**src/rtl/result_ascii_pkg.sv**
```systemverilog
// Shared types and constants for the result-to-ASCII transmit sequencer.
// RESULT_CRLF_EN appends CR LF to every frame.
package result_ascii_pkg;

    typedef enum logic [1:0] {
        IDLE = 2'd0,
        SEND = 2'd1,
        WAIT = 2'd2,
        GAP  = 2'd3
    } state_t;

    localparam logic [7:0] ASCII_0  = 8'h30;
    localparam logic [7:0] ASCII_A  = 8'h41;
    localparam logic [7:0] ASCII_CR = 8'h0D;
    localparam logic [7:0] ASCII_LF = 8'h0A;

`ifdef RESULT_CRLF_EN
    localparam int FRAME_LEN = 4;
`else
    localparam int FRAME_LEN = 2;
`endif

    localparam logic [1:0] LAST_IDX = 2'(FRAME_LEN - 1);

endpackage

```
**src/rtl/result_ascii_tx_if.sv**
```systemverilog
// Result handshake and uart_tx byte channel bundled for result_ascii_tx.
interface result_ascii_tx_if;
    logic       i_Res_Valid;
    logic [4:0] i_Res_Data;
    logic       o_Res_Ready;
    logic       o_Tx_DV;
    logic [7:0] o_Tx_Byte;
    logic       i_Tx_Done;
    logic       o_Busy;
    logic       o_Timeout;

    modport master (
        output i_Res_Valid, i_Res_Data, i_Tx_Done,
        input  o_Res_Ready, o_Tx_DV, o_Tx_Byte, o_Busy, o_Timeout
    );

    modport slave (
        input  i_Res_Valid, i_Res_Data, i_Tx_Done,
        output o_Res_Ready, o_Tx_DV, o_Tx_Byte, o_Busy, o_Timeout
    );
endinterface

```
**src/rtl/hex_to_ascii.sv**
```systemverilog
// Combinational nibble to uppercase ASCII hex digit.
module hex_to_ascii
    import result_ascii_pkg::*;
(
    input  logic [3:0] nibble,
    output logic [7:0] ascii
);

    always_comb begin
        ascii = ASCII_0 + {4'b0000, nibble};
        if (nibble > 4'd9)
            ascii = ASCII_A + {4'b0000, nibble} - 8'd10;
    end

endmodule

```
**src/rtl/result_ascii_tx.sv**
```systemverilog
// Converts a 5-bit adder result to ASCII hex (optionally + CR LF under
// RESULT_CRLF_EN) and paces the bytes into uart_tx with a stall watchdog.
module result_ascii_tx
    import result_ascii_pkg::*;
#(
    parameter int TX_TIMEOUT = 200000
) (
    input  logic             Clock,
    input  logic             Reset,
    result_ascii_tx_if.slave bus
);

    localparam int             WD_W    = $clog2(TX_TIMEOUT);
    localparam logic [WD_W-1:0] WD_LAST = WD_W'(TX_TIMEOUT - 2);

    state_t          state;
    logic [1:0]      idx;
    logic [WD_W-1:0] wd;
    logic [4:0]      res_q;
    logic            tx_dv;
    logic [7:0]      tx_byte;
    logic            tmo;

    logic [4:0]      src;
    logic [1:0]      sel;
    logic [1:0][3:0] nib;
    logic [1:0][7:0] digit;
    logic [7:0]      next_byte;

    // In IDLE the first byte is loaded on the capture edge, so it must
    // come straight from the input rather than the not-yet-written register.
    assign src = (state == IDLE) ? bus.i_Res_Data : res_q;
    assign sel = (state == IDLE) ? 2'd0 : idx;
    assign nib = {src[3:0], {3'b000, src[4]}};

    for (genvar g = 0; g < 2; g++) begin : g_dig
        hex_to_ascii u_hex (
            .nibble (nib[g]),
            .ascii  (digit[g])
        );
    end

    always_comb begin
        next_byte = digit[0];
        case (sel)
            2'd0:    next_byte = digit[0];
            2'd1:    next_byte = digit[1];
            2'd2:    next_byte = ASCII_CR;
            default: next_byte = ASCII_LF;
        endcase
    end

    always_ff @(posedge Clock or negedge Reset) begin
        if (!Reset) begin
            state   <= IDLE;
            idx     <= 2'd0;
            wd      <= '0;
            res_q   <= 5'd0;
            tx_dv   <= 1'b0;
            tx_byte <= 8'h00;
            tmo     <= 1'b0;
        end else begin
            tx_dv <= 1'b0;
            tmo   <= 1'b0;
            case (state)
                IDLE: if (bus.i_Res_Valid) begin
                    res_q   <= bus.i_Res_Data;
                    idx     <= 2'd0;
                    tx_dv   <= 1'b1;
                    tx_byte <= next_byte;
                    state   <= SEND;
                end
                SEND: begin
                    wd    <= '0;
                    state <= WAIT;
                end
                WAIT: begin
                    // A done arriving on the final watchdog cycle beats the timeout.
                    if (bus.i_Tx_Done) begin
                        if (idx == LAST_IDX) begin
                            state <= IDLE;
                        end else begin
                            idx   <= idx + 2'd1;
                            state <= GAP;
                        end
                    end else if (wd == WD_LAST) begin
                        tmo   <= 1'b1;
                        state <= IDLE;
                    end else begin
                        wd <= wd + 1'b1;
                    end
                end
                default: begin
                    tx_dv   <= 1'b1;
                    tx_byte <= next_byte;
                    state   <= SEND;
                end
            endcase
        end
    end

    assign bus.o_Res_Ready = (state == IDLE);
    assign bus.o_Busy      = (state != IDLE);
    assign bus.o_Tx_DV     = tx_dv;
    assign bus.o_Tx_Byte   = tx_byte;
    assign bus.o_Timeout   = tmo;

endmodule

```
**src/flat_wrapper.sv**
```systemverilog
// flat-port wrapper written by rule: the top's interface ports become plain ports
module result_ascii_tx_flat import result_ascii_pkg::*;
#(
    parameter int TX_TIMEOUT = 200000
)
  (Clock, Reset, bus_i_Res_Valid, bus_i_Res_Data, bus_i_Tx_Done, bus_o_Res_Ready, bus_o_Tx_DV, bus_o_Tx_Byte, bus_o_Busy, bus_o_Timeout);
  result_ascii_tx_if bus_i ();
  input  logic Clock;
  input  logic Reset;
  input wire logic [$bits(bus_i.i_Res_Valid)-1:0] bus_i_Res_Valid;
  input wire logic [$bits(bus_i.i_Res_Data)-1:0] bus_i_Res_Data;
  input wire logic [$bits(bus_i.i_Tx_Done)-1:0] bus_i_Tx_Done;
  output wire logic [$bits(bus_i.o_Res_Ready)-1:0] bus_o_Res_Ready;
  output wire logic [$bits(bus_i.o_Tx_DV)-1:0] bus_o_Tx_DV;
  output wire logic [$bits(bus_i.o_Tx_Byte)-1:0] bus_o_Tx_Byte;
  output wire logic [$bits(bus_i.o_Busy)-1:0] bus_o_Busy;
  output wire logic [$bits(bus_i.o_Timeout)-1:0] bus_o_Timeout;
  assign bus_i.i_Res_Valid = bus_i_Res_Valid;
  assign bus_i.i_Res_Data = bus_i_Res_Data;
  assign bus_i.i_Tx_Done = bus_i_Tx_Done;
  assign bus_o_Res_Ready = bus_i.o_Res_Ready;
  assign bus_o_Tx_DV = bus_i.o_Tx_DV;
  assign bus_o_Tx_Byte = bus_i.o_Tx_Byte;
  assign bus_o_Busy = bus_i.o_Busy;
  assign bus_o_Timeout = bus_i.o_Timeout;
  result_ascii_tx #(.TX_TIMEOUT(TX_TIMEOUT)) u_core (.Clock(Clock), .Reset(Reset), .bus(bus_i));
endmodule
```
**config.mk**
```make
export PLATFORM = sky130hd
export DESIGN_NAME = result_ascii_tx_flat
export DESIGN_NICKNAME = d
export VERILOG_FILES = /design/src/rtl/result_ascii_pkg.sv /design/src/rtl/result_ascii_tx_if.sv /design/src/rtl/hex_to_ascii.sv /design/src/rtl/result_ascii_tx.sv /design/src/flat_wrapper.sv
export SDC_FILE = /design/constraint.sdc
export NUM_CORES = 1
export LEC_CHECK = 0
export CAP_MARGIN = 20
export CORE_MARGIN = 2
export CORE_UTILIZATION = 40
export DETAILED_ROUTE_END_ITERATION = 8
export PLACE_DENSITY = 0.57
export SYNTH_ARGS = -nofsm -noshare
export SYNTH_HDL_FRONTEND = slang
export SYNTH_SLANG_ARGS = --single-unit
```
**constraint.sdc**
```tcl
create_clock -name Clock -period 2.6 [get_ports Clock]
set_clock_uncertainty 0.1 [all_clocks]
set_input_delay 0.39 -clock Clock [delete_from_list [all_inputs] [get_ports Clock]]
set_output_delay 0.39 -clock Clock [all_outputs]
set_load 0.01 [all_outputs]
```
==> results.json, run 1 <==
{
  "syn_inst": 210,
  "drv_cap": 0,
  "yosysTopAreaCell": "dfrtp_1",
  "maxSlewHeadroom": 0.452,
  "fp.dieW_um": 75.8,
  "areaGrowthSynthToFinish_pct": 17.4,
  "grt_pass1_wl_um": 7680,
  "placementRows": 26,
  "worst_r2r_path_depth": 6,
  "drcViolationCount": 0,
  "fin_util": 0.480,
  "drive_gt1_frac": 0.0866,
  "r2r_setup_slack_ns": 0.24,
  "netlist_area_um2": 2060,
  "fin_nets": 245,
  "path_clk_slew_ns": 0.07,
  "hold_class": "primary input to asynchronous set/reset pin",
  "required_ns": 2.71,
  "synth_warnings": 0,
  "layout_min_cycle_time_ns": 2.36,
  "cts-htree-levels": 2,
  "critPathKind": "flop to flop",
  "p_switching_uw": 859,
  "io_pins": 21,
  "cts_tree": "yes",
  "io_buffers": 19,
  "ant_nets": 0,
  "synth-main-ff-cell": "dfrtp_1",
  "p_leak_uw": 0.000993,
  "ys_ff_latch": 36,
  "switching_share": 0.394,
  "critPathMaxFanout": 8,
  "synth.area.top_cells": "dfrtp_1 44%, ha_1 3.6%, nand2_1 3.3%, mux2_1 3.3%, mux2i_1 2.9%",
  "post-cts-setup-buffers": 0,
  "pwr-share-clk": 0.188,
  "worst_pin_slew_ns": 0.822,
  "powerDensity_nw_per_um2": 901,
  "clockBufferDepth": 2,
  "dr.pass1.iters": 4,
  "clk-insertion-delay-late_ns": 0.28,
  "combPwrFrac": 0.441,
  "clock-root-buffer": "clkbuf_8",
  "rsz0062_at_grt": "no",
  "seq_power_share": 0.371,
  "fin_tns_setup_ns": 0,
  "antenna_found_initial": 0,
  "core_area_um2": 5040,
  "initial_core_util": 0.409,
  "die_area_um2": 5750,
  "synth_edf_count": 0,
  "status": "completed",
  "vias_per_cell": 5.71,
  "setup_viol": 0,
  "fmax_mhz": 424,
  "irDropWorstVdd_mv": 0.453,
  "hold_violations": 0,
  "drt_wl_total_um": 4610,
  "grt_max_degree": 37,
  "wl_per_cell_um": 15.3,
  "drtIter0Drc": 109,
  "critical_path_arrival_ns": 2.47,
  "final_max_slew_viol_count": 0,
  "seq_area_frac_synth": 0.437,
  "synth_nets": 225,
  "fin_crit_sh": 0.908,
  "globalplace.congestion": 0.827,
  "async_reset_ff_frac": 1.00,
  "insertedDiodeCount": 0,
  "synth.avg_cell_area_um2": 9.82,
  "ys_types": 52,
  "post-layout-total-power_uw": 2180,
  "r2r-start": "u_core.state[1]",
  "crit_path_end_kind": "flop",
  "whs_ns": 0.100,
  "synth_top_area_frac": 0.437,
  "p_int_uw": 1320,
  "dp_hpwl_um": 3310,
  "crit_path_start_kind": "flop",
  "rr_endpoint": "u_core.wd[17]",
  "cts_buffers": 5,
  "die_h_um": 75.8,
  "grt_pass1_vias": 1563,
  "routed-via-count": 1718,
  "track_usage": 0.178,
  "grt-ovfl-total": 0,
  "clock-sinks": 36
}
## layer usage
metal	GRT usage	share of wire	vias up
met5	0	0	-
li1	-	-	833
met1	0.271	0.52	845
met3	0.0410	0.041	4
met4	0.0468	0.010	0
met2	0.252	0.43	36
## layout by cell type (no fill, tap or decap), types with 2 or more instances in the layout
| master | n |
|---|---|
| xnor2_1 | 2 |
| clkbuf_8 | 6 |
| nor2b_1 | 6 |
| a211oi_1 | 2 |
| o211ai_1 | 7 |
| and4_1 | 3 |
| mux2_1 | 6 |
| o31ai_1 | 6 |
| o22ai_1 | 2 |
| a21oi_1 | 10 |
| nor2_1 | 14 |
| o21ai_0 | 3 |
| nand2b_1 | 5 |
| clkbuf_1 | 2 |
| or4_1 | 7 |
| nand3_1 | 7 |
| or3_1 | 2 |
| mux2i_1 | 6 |
| clkdlybuf4s50_1 | 18 |
| ha_1 | 5 |
| or4_4 | 2 |
| a31o_1 | 2 |
| o21a_1 | 2 |
| a31oi_1 | 2 |
| o221ai_1 | 2 |
| and3_1 | 3 |
| nor4_2 | 2 |
| nand2_1 | 18 |
| xor2_1 | 2 |
| a41oi_1 | 2 |
| nand4_1 | 5 |
| buf_4 | 6 |
| dfrtp_1 | 36 |
| inv_1 | 7 |
## cell families after synthesis
family	Yosys count	synth area share
other	1	0.00182
DFF	36	0.437
AOI/OAI and AO/OA	53	0.189
muxes	12	0.0619
and+or+nand+nor	79	0.220
adders and majority gates	6	0.0364
buffers and inverters	19	0.0376
xor gates and xnor gates	4	0.0170
## state kept, by name, indices dropped and copies added, names as in the netlist
name and count:
u_core.idx 2, u_core.bus.o_Tx_Byte 7, u_core.wd 18, u_core.state 2
u_core.bus.o_Timeout 1, u_core.bus.o_Tx_DV 1, u_core.res_q 5
## cells in the mapped netlist (6+ instances only)
cell	number
clkbuf_1	9
nand2_1	18
ha_1	6
mux2_1	6
o211ai_1	7
dfrtp_1	36
or4_1	7
inv_1	7
o31ai_1	6
nand3_1	7
mux2i_1	6
a21oi_1	10
nor2b_1	6
nor2_1	14
## per-stage QoR
step	instances	worst slack, ns	instance area, um^2
floorplan	210	0.517	2060
global placement	293	0.271	2330
detailed placement	293	0.242	2330
CTS	301	0.115	2420
global route	301	0.0384	2420
finish	301	0.240	2420
## power by group through the flow
stage	logic [uW]	clock network (uW)	registers (uW)
4_1_cts	959	422	806
2_1_floorplan	647	0	781
3_3_place_gp	951	0	816
3_5_place_dp	952	0	816
5_1_grt	1080	445	830
6_report	962	411	810
## repair_timing
action	CTS	global route
hold buffers	0	0
resized for setup	0	1
setup endpoints to repair	0	2
## critical path, cell delays in order, from the launching register on
cell       delay [ns]
dfrtp_1          0.43
inv_1            0.12
ha_1             0.16
nor2b_1          0.49
o2111ai_2        0.28
or4_1            0.56
a21oi_1          0.16
## worst max path at each step
stage	startpoint	to	slack [ns]	depth (start not counted)
2_1_floorplan	u_core.state[0]	u_core.wd[17]	0.52	7
3_3_place_gp	bus_i_Tx_Done	u_core.wd[17]	0.27	5
3_5_place_dp	bus_i_Tx_Done	u_core.wd[17]	0.24	5
4_1_cts	u_core.state[1]	bus_o_Res_Ready	0.11	3
5_1_grt	u_core.state[0]	u_core.wd[14]	0.04	6
6_report	u_core.state[1]	u_core.wd[17]	0.24	6
## layout make-up
| cell class | count | area, um^2 |
|---|---|---|
| Fill cell | 489 | 2620 |
| Timing Repair Buffer | 25 | 230 |
| Sequential cell | 36 | 901 |
| Inverter | 7 | 26.3 |
| Multi-Input combinational cell | 155 | 1090 |
| Clock buffer | 8 | 90.1 |
| Tap cell | 70 | 87.6 |
Power figures use the tool's default switching activity.
==> run 2: changes to the inputs <==
==> constraint.sdc (replaced) <==
create_clock -name Clock -period 2.6 [get_ports Clock]
set_clock_uncertainty 0.1 [all_clocks]
set_input_delay 0.39 -clock Clock [delete_from_list [all_inputs] [get_ports Clock]]
set_output_delay 0.39 -clock Clock [all_outputs]
set_load 0.05 [all_outputs]
==> results.json, run 2 (same netlist as run 1, synthesis figures left out) <==
{
  "status": "completed",
  "crit_path_start_kind": "flop",
  "drcViolationCount": 0,
  "post-layout-total-power_uw": 2360,
  "setup_viol": 0,
  "rsz0062_at_grt": "no",
  "io_pins": 21,
  "drtIter0Drc": 182,
  "critPathMaxStageDelay_ns": 0.80,
  "worst_pin_slew_ns": 0.809,
  "critPathKind": "flop to output pin",
  "p_leak_uw": 0.00100,
  "path_buf_inv": 3,
  "ant_nets": 0,
  "globalplace.congestion": 0.811,
  "maxSlewHeadroom": 0.461,
  "core_area_um2": 5040,
  "final_max_slew_viol_count": 0,
  "grt_pass1_vias": 1623,
  "instances_no_fill": 302,
  "vias_per_cell": 5.66,
  "worst_r2r_path_depth": 6,
  "hold_violations": 0,
  "fin_nets": 246,
  "io_buffers": 19,
  "layout_commonest_cell": "dfrtp_1",
  "largest_reg_flops": 18,
  "fin_util": 0.482,
  "drive_gt1_frac": 0.0948,
  "fp.dieW_um": 75.8,
  "wl_per_cell_um": 15.1,
  "r2r_setup_slack_ns": 0.33,
  "track_usage": 0.185,
  "critical_path_arrival_ns": 1.87,
  "areaGrowthSynthToFinish_pct": 17.7,
  "post-cts-setup-buffers": 0,
  "placementRows": 26,
  "dr.pass1.iters": 4,
  "grt_max_degree": 37,
  "crit_path_end_kind": "output pin",
  "irDropWorstVdd_mv": 0.482,
  "grt-ovfl-total": 0,
  "path_cells": "inv_1 -> ha_1 -> inv_1 -> clkdlybuf4s50_1",
  "holdBufCountCts": 0,
  "insertedDiodeCount": 0,
  "fin_crit_sh": 0.908,
  "path_clk_slew_ns": 0.07,
  "hold_class": "primary input to asynchronous set/reset pin",
  "cp_common_cell": "inv_1",
  "initial_core_util": 0.409,
  "final_cell_mix": "36 x dfrtp_1, 18 x nand2_1, 17 x clkdlybuf4s50_1",
  "r2r-start": "u_core.state[0]",
  "clock-sinks": 36,
  "fmax_mhz": 424,
  "clock-root-buffer": "clkbuf_8",
  "layout_min_cycle_time_ns": 2.36,
  "largest-register": "u_core.wd",
  "clockBufferDepth": 2,
  "drt_wl_total_um": 4550,
  "grt_pass1_wl_um": 8000,
  "cp_slowest_cell": "clkdlybuf4s50_1",
  "routed-via-count": 1709,
  "cts_resized": 0,
  "antenna_found_initial": 0,
  "fillers": 498,
  "drv_cap": 0,
  "rr_endpoint": "u_core.wd[17]",
  "cts_tree": "yes",
  "critPathMaxFanout": 3,
  "cts_buffers": 5,
  "die_area_um2": 5750,
  "die_h_um": 75.8,
  "crit_family": "buffers and inverters",
  "clk-insertion-delay-late_ns": 0.29,
  "fin_tns_setup_ns": 0,
  "cts-htree-levels": 2,
  "dp_cells": 294,
  "dp_hpwl_um": 3330,
  "required_ns": 2.11,
  "powerDensity_nw_per_um2": 970
}
[run 2: cell count changes in the layout (fill, tap and decap cells not counted), sizes merged]
cell	previous run	this run
clkdlybuf4s50	18	17
buf	7	9
clkbuf	8	7
clkinvlp	0	1
[run 2: how the worst max path moves through the flow]
stage / startpoint / endpoint / slack [ns] / cells after the start
after global routing: u_core.state[0] / u_core.wd[11] / 0.07 / 6
after global placement: bus_i_Tx_Done / u_core.wd[17] / 0.27 / 5
after CTS: u_core.state[1] / bus_o_Busy / 0.22 / 4
after floorplan: u_core.state[1] / u_core.bus.o_Tx_Byte[0] / 0.46 / 6
final: u_core.state[0] / bus_o_Busy / 0.24 / 4
after detailed placement: bus_i_Tx_Done / u_core.wd[17] / 0.19 / 5
[run 2: stage by stage]
stage | area, um^2 | worst slack, ns | hold WS, ns
global placement | 2330 | 0.267 | 0.376
CTS | 2430 | 0.225 | 0.122
detailed placement | 2330 | 0.190 | 0.385
global route | 2430 | 0.0654 | 0.162
floorplan | 2060 | 0.462 | -0.00559
finish | 2430 | 0.240 | 0.0875
[run 2: metal layers]
layer,vias to the layer above,part of all wire,GRT usage
li1,836,-,-
met1,829,0.52,0.277
met2,39,0.42,0.257
met3,5,0.045,0.0437
met4,0,0.015,0.0663
met5,-,0,0
[run 2: layout make-up]
type / count / area (um^2) / area share
Multi-Input combinational cell: 155 / 1080 / 0.447
Sequential cell: 36 / 901 / 0.371
Timing Repair Buffer: 26 / 235 / 0.0969
Tap cell: 70 / 87.6 / 0.0361
Clock buffer: 7 / 86.3 / 0.0355
Inverter: 7 / 26.3 / 0.0108
Clock inverter: 1 / 7.51 / 0.00309
[run 2: report_power, final]
part	total, uW	switching (uW)	internal [uW]
combinational	1130	707	423
sequential	807	126	680
clock	419	204	215
total	2360	1040	1320
[run 2: worst register-to-register path: cells and delay by family (launching register included)]
kind                       cells  cell delay (ns)
AOI/OAI and AO/OA              2             0.40
buffers and inverters          1             0.09
and+or+nand+nor                2             0.97
DFF                            1             0.39
adders and majority gates      1             0.24
